### src/rtl/rsa_key_param_gen.sv
// RSA key parameter stage: multiplies the selected primes into n and phi, then walks
// the prime table for the first exponent e with 1 < e < phi that does not divide phi.
module rsa_key_param_gen #(
    parameter int W           = 12,
    parameter int IDX_W       = 7,
    parameter int E_START_IDX = 0,
    parameter int ROM_LAT     = 1
) (
    input  logic               clk,
    input  logic               rst,
    input  logic               start,
    input  logic [W-1:0]       p_in,
    input  logic [W-1:0]       q_in,
    input  logic [W-1:0]       e_in,
    output logic [IDX_W-1:0]   e_idx,
    output logic [2*W-1:0]     n_out,
    output logic [2*W-1:0]     phi_out,
    output logic [W-1:0]       e_out,
    output logic               busy,
    output logic               done,
    output logic               fail
);

    typedef enum logic [3:0] {
        S_IDLE, S_MUL, S_WAIT, S_CHK, S_DIV, S_EVAL, S_NEXT, S_DONE, S_FAIL
    } state_t;

    localparam int CNT_W = $clog2(2*W + ROM_LAT + 2);
    localparam logic [CNT_W-1:0] MUL_LAST  = CNT_W'(W - 1);
    localparam logic [CNT_W-1:0] DIV_LAST  = CNT_W'(2*W - 1);
    localparam logic [CNT_W-1:0] WAIT_LAST = CNT_W'(ROM_LAT);
    localparam logic [W-1:0]     ONE       = W'(1);
    localparam logic [W-1:0]     TWO       = W'(2);

    state_t state, next_state;

    logic [CNT_W-1:0] cnt;
    logic [2*W-1:0]   mc_n, mc_phi, acc_n, acc_phi;
    logic [W-1:0]     mp_n, mp_phi;
    logic [W-1:0]     e_r;
    logic [W:0]       rem;
    logic [2*W-1:0]   dvd;

    logic             bad_pq, e_ok, last_idx, trial_ge;
    logic [2*W-1:0]   acc_n_nxt, acc_phi_nxt;
    logic [W:0]       trial, rem_nxt;

    assign bad_pq      = (p_in < TWO) || (q_in < TWO) || (p_in == q_in);
    assign e_ok        = (e_in > ONE) && ({{W{1'b0}}, e_in} < phi_out);
    assign last_idx    = (e_idx == {IDX_W{1'b1}});
    assign acc_n_nxt   = acc_n + (mp_n[0] ? mc_n : '0);
    assign acc_phi_nxt = acc_phi + (mp_phi[0] ? mc_phi : '0);

    // Restoring step: the partial remainder is always < e, so W+1 bits hold the trial.
    assign trial    = {rem[W-1:0], dvd[2*W-1]};
    assign trial_ge = (trial >= {1'b0, e_r});
    assign rem_nxt  = trial_ge ? (trial - {1'b0, e_r}) : trial;

    always_ff @(posedge clk or posedge rst) begin
        if (rst) state <= S_IDLE;
        else     state <= next_state;
    end

    always_comb begin
        next_state = state;
        case (state)
            S_IDLE: if (start) next_state = bad_pq ? S_FAIL : S_MUL;
            S_MUL:  if (cnt == MUL_LAST) next_state = S_WAIT;
            S_WAIT: if (cnt == WAIT_LAST) next_state = S_CHK;
            S_CHK:  next_state = e_ok ? S_DIV : S_NEXT;
            S_DIV:  if (cnt == DIV_LAST) next_state = S_EVAL;
            S_EVAL: next_state = (rem != '0) ? S_DONE : S_NEXT;
            S_NEXT: next_state = last_idx ? S_FAIL : S_WAIT;
            S_DONE: next_state = S_IDLE;
            S_FAIL: next_state = S_IDLE;
            default: next_state = S_IDLE;
        endcase
    end

    always_ff @(posedge clk or posedge rst) begin
        if (rst) begin
            cnt     <= '0;
            mc_n    <= '0;
            mc_phi  <= '0;
            mp_n    <= '0;
            mp_phi  <= '0;
            acc_n   <= '0;
            acc_phi <= '0;
            e_r     <= '0;
            rem     <= '0;
            dvd     <= '0;
            e_idx   <= IDX_W'(E_START_IDX);
            n_out   <= '0;
            phi_out <= '0;
            e_out   <= '0;
            busy    <= 1'b0;
            done    <= 1'b0;
            fail    <= 1'b0;
        end else begin
            case (state)
                S_IDLE: if (start) begin
                    // Previous results are dropped so a rejected p/q reports n=phi=0.
                    mc_n    <= {{W{1'b0}}, p_in};
                    mc_phi  <= {{W{1'b0}}, p_in - ONE};
                    mp_n    <= q_in;
                    mp_phi  <= q_in - ONE;
                    acc_n   <= '0;
                    acc_phi <= '0;
                    cnt     <= '0;
                    n_out   <= '0;
                    phi_out <= '0;
                    e_idx   <= IDX_W'(E_START_IDX);
                    busy    <= 1'b1;
                    done    <= 1'b0;
                    fail    <= 1'b0;
                end
                S_MUL: begin
                    acc_n   <= acc_n_nxt;
                    acc_phi <= acc_phi_nxt;
                    mc_n    <= mc_n << 1;
                    mc_phi  <= mc_phi << 1;
                    mp_n    <= mp_n >> 1;
                    mp_phi  <= mp_phi >> 1;
                    cnt     <= cnt + CNT_W'(1);
                    if (cnt == MUL_LAST) begin
                        n_out   <= acc_n_nxt;
                        phi_out <= acc_phi_nxt;
                        cnt     <= '0;
                    end
                end
                S_WAIT: cnt <= (cnt == WAIT_LAST) ? '0 : cnt + CNT_W'(1);
                S_CHK: begin
                    e_r <= e_in;
                    rem <= '0;
                    dvd <= phi_out;
                    cnt <= '0;
                end
                S_DIV: begin
                    rem <= rem_nxt;
                    dvd <= dvd << 1;
                    cnt <= cnt + CNT_W'(1);
                end
                S_EVAL: if (rem != '0) e_out <= e_r;
                S_NEXT: begin
                    cnt <= '0;
                    if (!last_idx) e_idx <= e_idx + IDX_W'(1);
                end
                S_DONE: begin
                    done <= 1'b1;
                    busy <= 1'b0;
                end
                S_FAIL: begin
                    fail  <= 1'b1;
                    busy  <= 1'b0;
                    e_out <= '0;
                end
                default: ;
            endcase
        end
    end

endmodule

### config.mk
export PLATFORM = sky130hd
export DESIGN_NAME = rsa_key_param_gen
export DESIGN_NICKNAME = d
export VERILOG_FILES = /design/src/rtl/rsa_key_param_gen.sv
export SDC_FILE = /design/constraint.sdc
export NUM_CORES = 1
export LEC_CHECK = 0
export BUFFER_PORTS_ARGS = -buffer_cell sky130_fd_sc_hd__buf_2
export CORE_ASPECT_RATIO = 1.75
export CORE_UTILIZATION = 51
export DETAILED_ROUTE_END_ITERATION = 10
export MAX_ROUTING_LAYER = met4
export PLACE_DENSITY = 0.68
export SETUP_SLACK_MARGIN = 0.1
export SYNTH_ARGS = -nofsm -noshare
export SYNTH_HDL_FRONTEND = slang
export SYNTH_SLANG_ARGS = --single-unit
### constraint.sdc
create_clock -name clk -period 24.2 [get_ports clk]
set_input_delay 2.42 -clock clk [delete_from_list [all_inputs] [get_ports clk]]
set_output_delay 2.42 -clock clk [all_outputs]
set_load 0.1 [all_outputs]
# --- Word level (Yosys, flattened, before mapping) ---
# Cells that the tools add are included.
word_totals:
  regBits: 248
  wordCells: 116
  output_inout_bits: 70
  inputBits: 39
op_classes:
  n_mux: 43
  reduce_logical: 24
  add_sub_neg: 7
  eq_ne: 19
  n_lt_le_gt_ge: 5
ops:
  columns: ["operator", "count"]
  rows:
  - ["$pmux 24 s2", 7]
  - ["$mux 24", 7]
  - ["$pmux 12 s2", 3]
  - ["$add 24x24->24", 2]
  - ["$mux 12", 3]
  - ["$pmux 4 s7", 1]
  - ["$pmux 13 s2", 1]
  - ["$pmux 5 s5", 1]
  - ["$lt 12x2->1 const B", 2]
  - ["$lt 12x24->1", 1]
  - ["$mux 4", 6]
  - ["$sub 12x1->12 const B", 2]
  - ["$eq 4x3->1 const B", 4]
  - ["$mux 5", 3]
  - ["$mux 7", 2]
  - ["$pmux 7 s2", 1]
  - ["$reduce_bool 2->1", 7]
  - ["$ge 13x12->1", 1]
  - ["$mux 13", 1]
  - ["$reduce_bool 13->1", 1]
  - ["$sub 13x12->13", 1]
  - ["$eq 12x12->1", 1]
  - ["$gt 12x1->1 const B", 1]
  - ["$ne 2x2->1 const B", 6]
  - ["20 further kinds", 33]

# --- Logic depth before layout (Yosys ltp) ---
depth:
  ltp_word: 6
  mapped_depth: 11
  depth_no_buf: 10

# --- Worst setup path after synthesis ---
# OpenSTA, ideal clock, no wires.
synth_path:
  kind: "in2reg"
  start: "input p_in[2]"
  end: "register mc_phi[11]"
  setup_ns: 0.135
  path_buffers: 2
  required_ns: 24.065
  stages: 8
  arrival_ns: 3.696
  path_slack_ns: 20.368
  path_cell_list: "clkbuf_1 > or4_1 > clkbuf_1 > nor4_1 > xnor2_1 > nor2_1 > a21oi_1 > o21ai_0"
synth_between:
  elab_chain_cells: 3
synth_rtl:
  columns: ["element", "line_no", "text"]
  rows:
  - ["start: declaration", "12", "input logic [W-1:0] p_in,"]
  - ["$sub 12x1->12", "104", "mc_phi <= {{W{1'b0}}, p_in - ONE};"]
  - ["$mux 24", "101", "S_IDLE: if (start) begin"]
  - ["$pmux 24 s2", "100", "case (state)"]
  - ["end signal: assignment", "104", null]
  - ["end signal: assignment", "121", "mc_phi <= mc_phi << 1;"]
  - ["end: declaration", "38", "logic [2*W-1:0] mc_n, mc_phi, acc_n, acc_phi;"]
# Every way passes these cells. The select of a mux whose other input is x is not followed.
# A chain may end at the register's enable or synchronous reset.

# --- Worst setup path in the final report ---
layout_path:
  start: "input start"
  end: "register phi_out[6]"
layout_between:
  elab_chain_cells: 2
layout_rtl:
  columns: ["element", "line_no", "text"]
  rows:
  - ["start: declaration", "11", "input logic start,"]
  - ["$ne 2x2->1 (no source line)", null, null]
  - ["$reduce_and 3->1 (no source line)", null, null]
  - ["end signal: assignment", "127", "phi_out <= acc_phi_nxt;"]
  - ["end: declaration", "17", "output logic [2*W-1:0] phi_out,"]
# Every way passes these cells.

==> results.md <==
* Worst setup path class: primary input to flop
* Die area at 28650 um^2
* DR top layer: met4
* Clock Skew at 0.009431 ns
* Per-cell routed wire length at around 18 um
* Synth Warn # at 0
* CTS Buf Count at 24
* Main flop type after synthesis: dfrtp_1
* # diodes at 0
* Pint at 1.145 mW
* Sw Ratio at 47.47%
* Clock Latency Late Sink at between 0.5 and 0.6 ns
* HP Start: n_out[2]$_DFFE_PP0P_
* Post-synth ARST share at 100.0%
* Worst path top cell family by delay: buffers and inverters
* FILL cells at 2487
* Final core utilization at 58.08%
* Clock Power Share at 18.8%
* Die W at 128.4 um
* WL final at 37520 um
* Total GRT Usage at between 20% and 30%
* Power density cells at 137.4 nW/um^2
* CTS resizes at 0
* Largest family of logic cells by synthesized area: simple AND/OR/NAND/NOR gates
* Met2 Wirelength at 19720 um
* Crit path launch: start
* Hold Buf Count CTS at 0
* Port Buf Inserts at 108
* Fraction of the mapped netlist area in simple logic gates at 21.34%
* Clk sink count at roughly 250
* Tmin final at approximately 4.0 ns
* Drt via density at 5.838
* First-pass GRT wire length at 61510 um
* Antenna-violating nets left at 0
* Syn Nets at 1751
* Worst VDD drop at 0.07586 mV
* Final Cycle Share at about 17%
* DR iter-0 viols at 609
* First-pass detailed-route iteration total at 5
* Post-synth EDFFs at 0
* Fraction of layout cells with a size suffix above 1 at between 10 and 15%
* Most frequent CP cell: buf_4
* Crit path cell chain: buf_2 -> and3_2 -> buf_4 -> nor2_4 -> buf_4 -> mux2_2
* Via count at 12090
* Yosys cell types at 74
* Syn Inst Count at 1635
* RR Startpoint: state[0]$_DFFE_PP0P_
* Core area at approximately 27000 um^2
* Critical path's slowest cell: nor2_4
* Reg-to-reg slack, setup at 20.28 ns
* Adder-Cell Fraction of Synth Area at 6.916%
* Power share of the sequential group at between 30% and 40%
* Final Hold Fails at 0
* Setup_tns at 0 ns
* Met3 routed WL at 1442 um
* Clk root buf: clkbuf_16
* Combinational power share at 49.4%
* Critical Path RT at 24.62 ns
* Leak at 7.580 nW
* Post-synthesis compound-gate area fraction at 18.75%
* Pin count of the biggest net entering global routing at 97
* Slew margin rel. at a little under a fifth
* Synth Register Bits at 248
* Max stage delay on crit path at 0.50 ns
* Crit path DAT at 4.41 ns
* Post-synth top area cell: dfrtp_1
* Max cap viols at 0
* DP HPWL at ~26000 um
* Most frequent cells in the layout: nand2_1, dfrtp_1, o21ai_0, buf_2, nor2_1
* Unrepaired setup endpoints after global routing: no
* CP Launch Type: primary input
* Clock-pin transition on the worst setup and hold timing paths at 0.07 ns
* Post-Route M1 WL at 14580 um
* Initial antenna violation count at 0
* Synth top area cells: dfrtp_1, nand2_1, ha_1
* Multiplexer area fraction after synthesis at 1.018%
* Tightest hold margin at ~0.48 ns
* P&R area growth vs syn at 11.32%
* Mapped Area at ~14000 um^2
* Vias in the first global route at 11970
* Max Clk Rate at 250.3 MHz
* Worst setup EP type: flop
* Status: finished, final reports clean
* Initial core utilization at 52.17%
* Syn avg cell area at ~8.7 um^2
* TritonCTS clock tree: done
* Final worst slack at about 20 ns
* Commonest non-fill, non-tap cell in the layout: nand2_1
* Setup slack after placement at 19.66 ns
* Setup bufs post-CTS at 0
* Synth Area in XOR/XNOR at 4.669%
* Congestion Overflow GR at 0
* Hold Path Class: flop to flop
* Post-placement cell area at between 15000 and 20000 um^2
* Htree depth at 1
* Crit Path Max Fanout at 41
* Share of the synthesized area in the top cell type at between 40 and 50%
* CTS Buffer Depth at 3
* Sequential fraction of the synthesis area at 43.53%
* NetSw at about 1.0 mW
* Io pins at 109
* DRC errors left at 0
* Chip height at approximately 220 um
* WP buf/inv at 3
* # setup viols final at 0
* Fin. max-slew vios at 0
* Worst Tran Pin Value at 1.208 ns
* Core Rows at 80
* Fin nets at 1801
* RePlAce Congestion at 0.9127
* Design area at 15870 um^2
## cells by family (layout without fill, tap and decap cells)
family	Yosys count	in the layout
simple gates	667	667
compound gates	414	414
flops	248	248
buf+inv	139	206
fa+ha+maj	77	77
xor+xnor	76	76
mux	14	14
## worst reg2reg max path, delay by kind of cell (launching register included)
kind,cells,cell delay (ns)
and+or+nand+nor,5,2.22
DFF,1,0.65
buffers and inverters,2,0.62
AOI/OAI and AO/OA,1,0.29
## final cells by class
type	instances	area (um^2)	share of cell area [%]
Multi-Input combinational cell	1248	7545	47.54
Sequential cell	248	6206	39.10
Clock buffer	30	674.4	4.249
Timing Repair Buffer	120	630.6	3.974
Tap cell	369	461.7	2.909
Clock inverter	13	183.9	1.159
Inverter	43	168.9	1.064
## flip-flops by register name, summed over array words and instances, names as in the netlist, 5 cells and up
name / cells
cnt: 5
rem: 13
e_out: 12
e_idx: 7
mp_n: 12
mp_phi: 12
phi_out: 24
dvd: 24
mc_n: 24
acc_n: 24
acc_phi: 24
n_out: 24
mc_phi: 24
e_r: 12
## worst paths after layout
path	to	cells past startpoint
min in group asynchronous	e_idx[6]$_DFFE_PP0P_	2
worst min register to register	n_out[2]$_DFFE_PP0P_	2
worst min-delay path	n_out[2]$_DFFE_PP0P_	2
worst max-delay path	phi_out[6]$_DFFE_PP0P_	6
worst max register to register	phi_out[16]$_DFFE_PP0P_	8
max in group asynchronous	rem[1]$_DFFE_PP0P_	3
## power by group through the flow
stage	combinational, mW	clock (mW)	sequential [mW]
after floorplan	0.678	0	0.848
final	1.08	0.410	0.693
after global routing	1.19	0.436	0.714
after global placement	1.05	0	0.693
after detailed placement	1.08	0	0.697
after CTS	1.08	0.419	0.692
## synth_stat cells, types with 8 or more instances
cell type,instances
a211oi_1,11
a21o_1,29
a21oi_1,81
a22o_1,16
a22oi_1,18
a31oi_1,40
and2_1,55
buf_1,10
clkbuf_1,77
dfrtp_1,248
ha_1,74
inv_1,43
mux2i_1,10
nand2_1,327
nand3_1,65
nand4_1,16
nor2_1,99
nor2b_1,13
nor3_1,30
nor4_1,14
o211ai_1,8
o21a_1,10
o21ai_0,119
o22ai_1,9
o2bb2ai_1,9
or3_1,8
xnor2_1,62
xor2_1,14
## through the flow
step | power (mW) | instances
2_1_floorplan | 1.526 | 1635
3_3_place_gp | 1.747 | 2028
3_5_place_dp | 1.773 | 2028
4_1_cts | 2.188 | 2071
5_1_grt | 2.340 | 2071
6_report | 2.180 | 2071
## per-layer routing
| metal | vias up | GRT usage, % |
|---|---|---|
| met5 | - | - |
| met4 | 0 | 13.21 |
| met1 | 5834 | 29.98 |
| met2 | 300 | 50.10 |
| met3 | 103 | 2.998 |
| li1 | 5853 | - |
Power figures use the tool's default switching activity.
